<file path="config.mk">
export PLATFORM = sky130hd
export DESIGN_NAME = stopwatch_ctrl_flat
export DESIGN_NICKNAME = d
export VERILOG_FILES = /design/src/rtl/stopwatch_ctrl_if.sv /design/src/rtl/stopwatch_ctrl.sv /design/src/flat_wrapper.sv
export SDC_FILE = /design/constraint.sdc
export NUM_CORES = 1
export LEC_CHECK = 0
export ABC_AREA = 1
export CAP_MARGIN = 25
export CORE_MARGIN = 2
export CORE_UTILIZATION = 49
export CTS_BUF_LIST = sky130_fd_sc_hd__clkbuf_4 sky130_fd_sc_hd__clkbuf_8
export CTS_CLUSTER_SIZE = 30
export DETAILED_ROUTE_END_ITERATION = 8
export PLACE_DENSITY = 0.77
export SLEW_MARGIN = 30
export SYNTH_ARGS = -nofsm -noshare
export SYNTH_HDL_FRONTEND = slang
export SYNTH_SLANG_ARGS = --single-unit
export TNS_END_PERCENT = 50
</file>
<file path="constraint.sdc">
create_clock -name clk -period 1.6 [get_ports clk]
set_input_delay 0.16 -clock clk [delete_from_list [all_inputs] [get_ports clk]]
set_output_delay 0.16 -clock clk [all_outputs]
set_load 0.03 [all_outputs]
</file>
<file path="src/rtl/stopwatch_ctrl_if.sv">
// Signal bundle between the stopwatch controller and its counter/display/button side.
interface stopwatch_ctrl_if;
    logic       tick_1hz;
    logic       btn_ss;
    logic       btn_lr;
    logic [7:0] cur_min;
    logic [5:0] cur_sec;
    logic       count_enable;
    logic       clear;
    logic [7:0] disp_min;
    logic [5:0] disp_sec;
    logic [1:0] status;
    logic [3:0] lap_count;

    modport master (
        output tick_1hz, btn_ss, btn_lr, cur_min, cur_sec,
        input  count_enable, clear, disp_min, disp_sec, status, lap_count
    );

    modport slave (
        input  tick_1hz, btn_ss, btn_lr, cur_min, cur_sec,
        output count_enable, clear, disp_min, disp_sec, status, lap_count
    );
endinterface

</file>
<file path="src/rtl/stopwatch_ctrl.sv">
// Stopwatch control: button sync/debounce, IDLE/RUN/PAUSE/LAP state machine,
// lap latch with auto-return hold timer, lap counter and display mux.
module stopwatch_ctrl #(
    parameter int DEBOUNCE_CYCLES = 16,
    parameter int LAP_HOLD_SEC    = 5
) (
    input  logic            clk,
    input  logic            rst,
    stopwatch_ctrl_if.slave bus
);
    localparam int CW = $clog2(DEBOUNCE_CYCLES + 1);
    localparam int HW = $clog2(LAP_HOLD_SEC + 1);
    localparam logic [CW-1:0] DB_LAST   = CW'(DEBOUNCE_CYCLES - 1);
    localparam logic [HW-1:0] HOLD_LAST = HW'(LAP_HOLD_SEC - 1);

    typedef enum logic [1:0] {
        IDLE  = 2'b00,
        RUN   = 2'b01,
        PAUSE = 2'b10,
        LAP   = 2'b11
    } state_t;

    // bit 0 = start/stop, bit 1 = lap/reset
    logic [1:0]         raw, sync1, sync2, deb, deb_q, press;
    logic [1:0][CW-1:0] db_cnt;
    logic               ss, lr;

    assign raw = {bus.btn_lr, bus.btn_ss};
    assign ss  = press[0];
    assign lr  = press[1];

    always_ff @(posedge clk or posedge rst) begin
        if (rst) begin
            sync1  <= '0;
            sync2  <= '0;
            deb    <= '0;
            deb_q  <= '0;
            press  <= '0;
            db_cnt <= '0;
        end else begin
            sync1 <= raw;
            sync2 <= sync1;
            deb_q <= deb;
            press <= deb & ~deb_q;
            for (int b = 0; b < 2; b++) begin
                // any cycle where the synchronized level agrees restarts the count
                if (sync2[b] == deb[b]) begin
                    db_cnt[b] <= '0;
                end else if (db_cnt[b] == DB_LAST) begin
                    deb[b]    <= sync2[b];
                    db_cnt[b] <= '0;
                end else begin
                    db_cnt[b] <= db_cnt[b] + 1'b1;
                end
            end
        end
    end

    state_t        state, state_n;
    logic          capture, clear_n, hold_inc;
    logic [HW-1:0] hold_cnt;
    logic [7:0]    lap_min, disp_min;
    logic [5:0]    lap_sec, disp_sec;
    logic [3:0]    lap_count;
    logic          count_enable, clear;

    // ss has priority over lr; any press pre-empts a same-cycle hold expiry
    always_comb begin
        state_n  = state;
        capture  = 1'b0;
        clear_n  = 1'b0;
        hold_inc = 1'b0;
        unique case (state)
            IDLE: begin
                if (ss)      state_n = RUN;
                else if (lr) clear_n = 1'b1;
            end
            RUN: begin
                if (ss) begin
                    state_n = PAUSE;
                end else if (lr) begin
                    state_n = LAP;
                    capture = 1'b1;
                end
            end
            LAP: begin
                if (ss) begin
                    state_n = PAUSE;
                end else if (lr) begin
                    capture = 1'b1;
                end else if (bus.tick_1hz) begin
                    if (hold_cnt == HOLD_LAST) state_n  = RUN;
                    else                       hold_inc = 1'b1;
                end
            end
            PAUSE: begin
                if (ss) begin
                    state_n = RUN;
                end else if (lr) begin
                    state_n = IDLE;
                    clear_n = 1'b1;
                end
            end
        endcase
    end

    always_ff @(posedge clk or posedge rst) begin
        if (rst) begin
            state        <= IDLE;
            hold_cnt     <= '0;
            lap_min      <= '0;
            lap_sec      <= '0;
            lap_count    <= '0;
            disp_min     <= '0;
            disp_sec     <= '0;
            count_enable <= 1'b0;
            clear        <= 1'b0;
        end else begin
            state        <= state_n;
            clear        <= clear_n;
            count_enable <= (state == RUN) || (state == LAP);

            if (capture)       hold_cnt <= '0;
            else if (hold_inc) hold_cnt <= hold_cnt + 1'b1;

            if (capture) begin
                lap_min <= bus.cur_min;
                lap_sec <= bus.cur_sec;
            end

            if (clear_n)                           lap_count <= '0;
            else if (capture && lap_count != 4'hF) lap_count <= lap_count + 1'b1;

            // in LAP the display shows the latch (fresh value on the capture edge)
            if (state_n == LAP && !capture) begin
                disp_min <= lap_min;
                disp_sec <= lap_sec;
            end else begin
                disp_min <= bus.cur_min;
                disp_sec <= bus.cur_sec;
            end
        end
    end

    assign bus.status       = state;
    assign bus.count_enable = count_enable;
    assign bus.clear        = clear;
    assign bus.disp_min     = disp_min;
    assign bus.disp_sec     = disp_sec;
    assign bus.lap_count    = lap_count;
endmodule

</file>
<file path="src/flat_wrapper.sv">
// flat-port wrapper written by rule: the top's interface ports become plain ports
module stopwatch_ctrl_flat 
#(
    parameter int DEBOUNCE_CYCLES = 16,
    parameter int LAP_HOLD_SEC    = 5
)
  (clk, rst, bus_tick_1hz, bus_btn_ss, bus_btn_lr, bus_cur_min, bus_cur_sec, bus_count_enable, bus_clear, bus_disp_min, bus_disp_sec, bus_status, bus_lap_count);
  stopwatch_ctrl_if bus_i ();
  input  logic clk;
  input  logic rst;
  input wire logic [$bits(bus_i.tick_1hz)-1:0] bus_tick_1hz;
  input wire logic [$bits(bus_i.btn_ss)-1:0] bus_btn_ss;
  input wire logic [$bits(bus_i.btn_lr)-1:0] bus_btn_lr;
  input wire logic [$bits(bus_i.cur_min)-1:0] bus_cur_min;
  input wire logic [$bits(bus_i.cur_sec)-1:0] bus_cur_sec;
  output wire logic [$bits(bus_i.count_enable)-1:0] bus_count_enable;
  output wire logic [$bits(bus_i.clear)-1:0] bus_clear;
  output wire logic [$bits(bus_i.disp_min)-1:0] bus_disp_min;
  output wire logic [$bits(bus_i.disp_sec)-1:0] bus_disp_sec;
  output wire logic [$bits(bus_i.status)-1:0] bus_status;
  output wire logic [$bits(bus_i.lap_count)-1:0] bus_lap_count;
  assign bus_i.tick_1hz = bus_tick_1hz;
  assign bus_i.btn_ss = bus_btn_ss;
  assign bus_i.btn_lr = bus_btn_lr;
  assign bus_i.cur_min = bus_cur_min;
  assign bus_i.cur_sec = bus_cur_sec;
  assign bus_count_enable = bus_i.count_enable;
  assign bus_clear = bus_i.clear;
  assign bus_disp_min = bus_i.disp_min;
  assign bus_disp_sec = bus_i.disp_sec;
  assign bus_status = bus_i.status;
  assign bus_lap_count = bus_i.lap_count;
  stopwatch_ctrl #(.DEBOUNCE_CYCLES(DEBOUNCE_CYCLES), .LAP_HOLD_SEC(LAP_HOLD_SEC)) u_core (.clk(clk), .rst(rst), .bus(bus_i));
endmodule
</file>
==> impl_metrics.toml <==
[status]
status = "finished, final reports clean"

[global_routing]
grt_pass1_vias = 1653
grt_remaining_overflow = 0
grt.total_usage = 0.181
grt_pass1_wl_um = 7310
antenna_found_initial = 0
grt_max_degree = 25

[sta]
rsz0062_at_grt = "false"
fmax_mhz = 662
timing.final.crit_share = 0.943
fin_hold_ws_ns = 0.180
worstMarginPinSlew_ns = 0.431
maxSlewHeadroom = 0.712
setup_viol = 0
layout_min_cycle_time_ns = 1.51
tns_ns = 0
slew_viol_final = 0
clock_skew_ns = 0.00719
hold_viol_final = 0

[logic_synthesis]
synth_compound_area_frac = 0.0150
synth_top_area_cell = "dfrtp_1"
syn_inst = 249
synth_seq_cells = 59
netlist_area_mm2 = 0.00241
synth_top_family_by_area = "simple AND/OR/NAND/NOR gates"
synth_area_per_cell_um2 = 9.69
synthMuxAreaShare = 0
synth-adder-area-share = 0.0259
synth_top_cell_area_share = 0.612
synthSimpleGateAreaFrac = 0.271
synth_xor_area_frac = 0.0290
yosysUniqueCellTypes = 25
synth_nets = 273
ys_seq_area_frac = 0.612
yosys-top-cells-area = "dfrtp_1, nand2_1, nand4_1"
ys_warn_count = 0

[cells_and_area]
final_common_cell = "nand2_1"
fin_nets = 323
mostFrequentLayoutCells = "nand2_1, dfrtp_1, clkdlybuf4s50_1, nor2_1, nand4_1"
syn_to_final_growth_pct = 31.8
antenna_cells = 0
fillers = 351
drive_above_1_share = 0.109

[setup_path]
r2r_cells = 5
critPathArrivalTime_ns = 1.35
worstSetupPathType = "reg -> out"
cp-start-kind = "flip-flop"
crit_family = "buffers and inverters"
worstPathRequired_ns = 1.44
path_depth = 1
cp_max_fo = 1
critical_path.cell_chain = "clkdlybuf4s50_1"
cp-end-kind = "primary output"
slowest_delay_ns = 0.67
critical_path_buf_inv_count = 1
slowest_stage = "clkdlybuf4s50_1"

[routing]
vias_per_cell = 4.89
num_vias = 1814
wirelength_um = 4400
drtAntennaViolNets = 0
firstDrtPassIters = 4
drt-initial-drc-count = 86
avgRoutedWirePerCell_um = 11.9
route.detailed.drc = 0

[place]
port_buffers = 40
hpwl_um = 3020
globalplace.congestion = 0.804

[clock_tree]
ctsRootBufferMaster = "clkbuf_8"
cts_buffers = 9
clk_pin_slew_ns = 0.07
cts_htree_levels = 3
cts_tree = "yes"
clk_path_buf_depth = 2
insertion_delay_ns = 0.33
cts.sink_count = 59

[hold_path]
hp-class = "in -> async"

[floorplan]
dieWidth_um = 74.2
die_h_um = 74.2
rows = 25
ios = 41
die-area_mm2 = 0.00550
initial_core_util = 0.511
core_mm2 = 0.00472

[power_and_ir_drop]
leakage_nw = 1.60
power_density_mw_per_mm2 = 1080
peakVddDrop_mv = 0.654

[run]
max_cap_viol_count = 0
-- per-layer routing --
layer / GRT usage / up-vias / share of wire
met5: 0 / - / 0
met1: 0.223 / 848 / 0.44
met4: 0.0929 / 0 / 0.025
li1: - / 893 / -
met2: 0.275 / 62 / 0.47
met3: 0.0745 / 11 / 0.067
-- through the flow --
step	setup slack [ns]	instances	instance area (µm²)	utilization	power (mW)
floorplan	0.178	249	2420	-	1.69
global placement	0.112	354	2920	0.618	1.81
detailed placement	0.0792	354	2920	0.618	1.81
CTS	0.00473	370	3160	0.669	3.46
global route	0.00489	371	3180	0.674	3.55
finish	0.0904	371	3180	0.674	3.43
-- synthesized netlist by cell type --
cell type / n
buf_2: 1
nand3_1: 14
nand3_2: 1
dfrtp_1: 59
nor3_1: 2
ha_1: 5
clkinv_2: 1
a21oi_4: 1
nand2b_1: 2
nand2_1: 90
o21ai_0: 2
inv_1: 13
buf_6: 1
xnor2_1: 2
clkbuf_1: 1
xor2_1: 6
a21oi_1: 2
nor2_1: 18
nand2_2: 3
buf_4: 4
nand3_4: 1
inv_2: 2
nand4_1: 15
nor3b_1: 2
buf_1: 1
-- what timing repair did --
| action | in CTS | in global routing |
|---|---|---|
| hold buffers | 0 | 0 |
| pin swaps | 0 | 1 |
| resized for setup | 3 | 4 |
| gates cloned | 0 | 1 |
| endpoints found under the setup margin | 3 | 17 |
| buffers inserted | 0 | 0 |
-- path summary, 6_finish.rpt --
check	from	end	slack, ns
max	u_core.bus.disp_sec[0]	bus_disp_sec[0]	0.09
min	rst	u_core.lap_sec[3]	0.18
max in group asynchronous	rst	u_core.press[0]	0.97
min in group clk	bus_btn_ss	u_core.sync1[0]	0.27
max reg2reg	u_core.bus.status[0]	u_core.bus.disp_min[6]	0.12
min reg2reg	u_core.sync1[0]	u_core.sync2[0]	0.35
-- sequential cells by signal, indices dropped and copies added (netlist names), 3 cells and up --
register,count
u_core.bus.disp_sec,6
u_core.hold_cnt,3
u_core.lap_min,8
u_core.bus.disp_min,8
u_core.db_cnt,10
u_core.lap_sec,6
u_core.bus.lap_count,4
-- report_power, final --
| group | leakage [nW] | total (mW) | internal, mW | switching, mW |
|---|---|---|---|---|
| Clock | 0.127 | 1.65 | 1.09 | 0.563 |
| Combinational | 0.774 | 0.229 | 0.106 | 0.123 |
| Sequential | 0.704 | 1.55 | 1.53 | 0.0190 |
| Total | 1.60 | 3.43 | 2.72 | 0.705 |
-- layout make-up --
cell class	instances	area [µm²]	share of cell area
Inverter	16	65.1	0.0204
Timing Repair Buffer	46	474	0.149
Tap cell	67	83.8	0.0263
Multi-Input combinational cell	167	837	0.263
Sequential cell	59	1480	0.464
Clock inverter	5	100	0.0315
Clock buffer	11	145	0.0456
-- kinds of logic after synthesis --
group / Yosys count
AO/OA/AOI/OAI: 5
XOR/XNOR: 8
adder cells (fa/ha/maj): 5
buffers and inverters: 24
flip-flops: 59
AND/OR/NAND/NOR: 148
(Power assumes the default switching activity.)
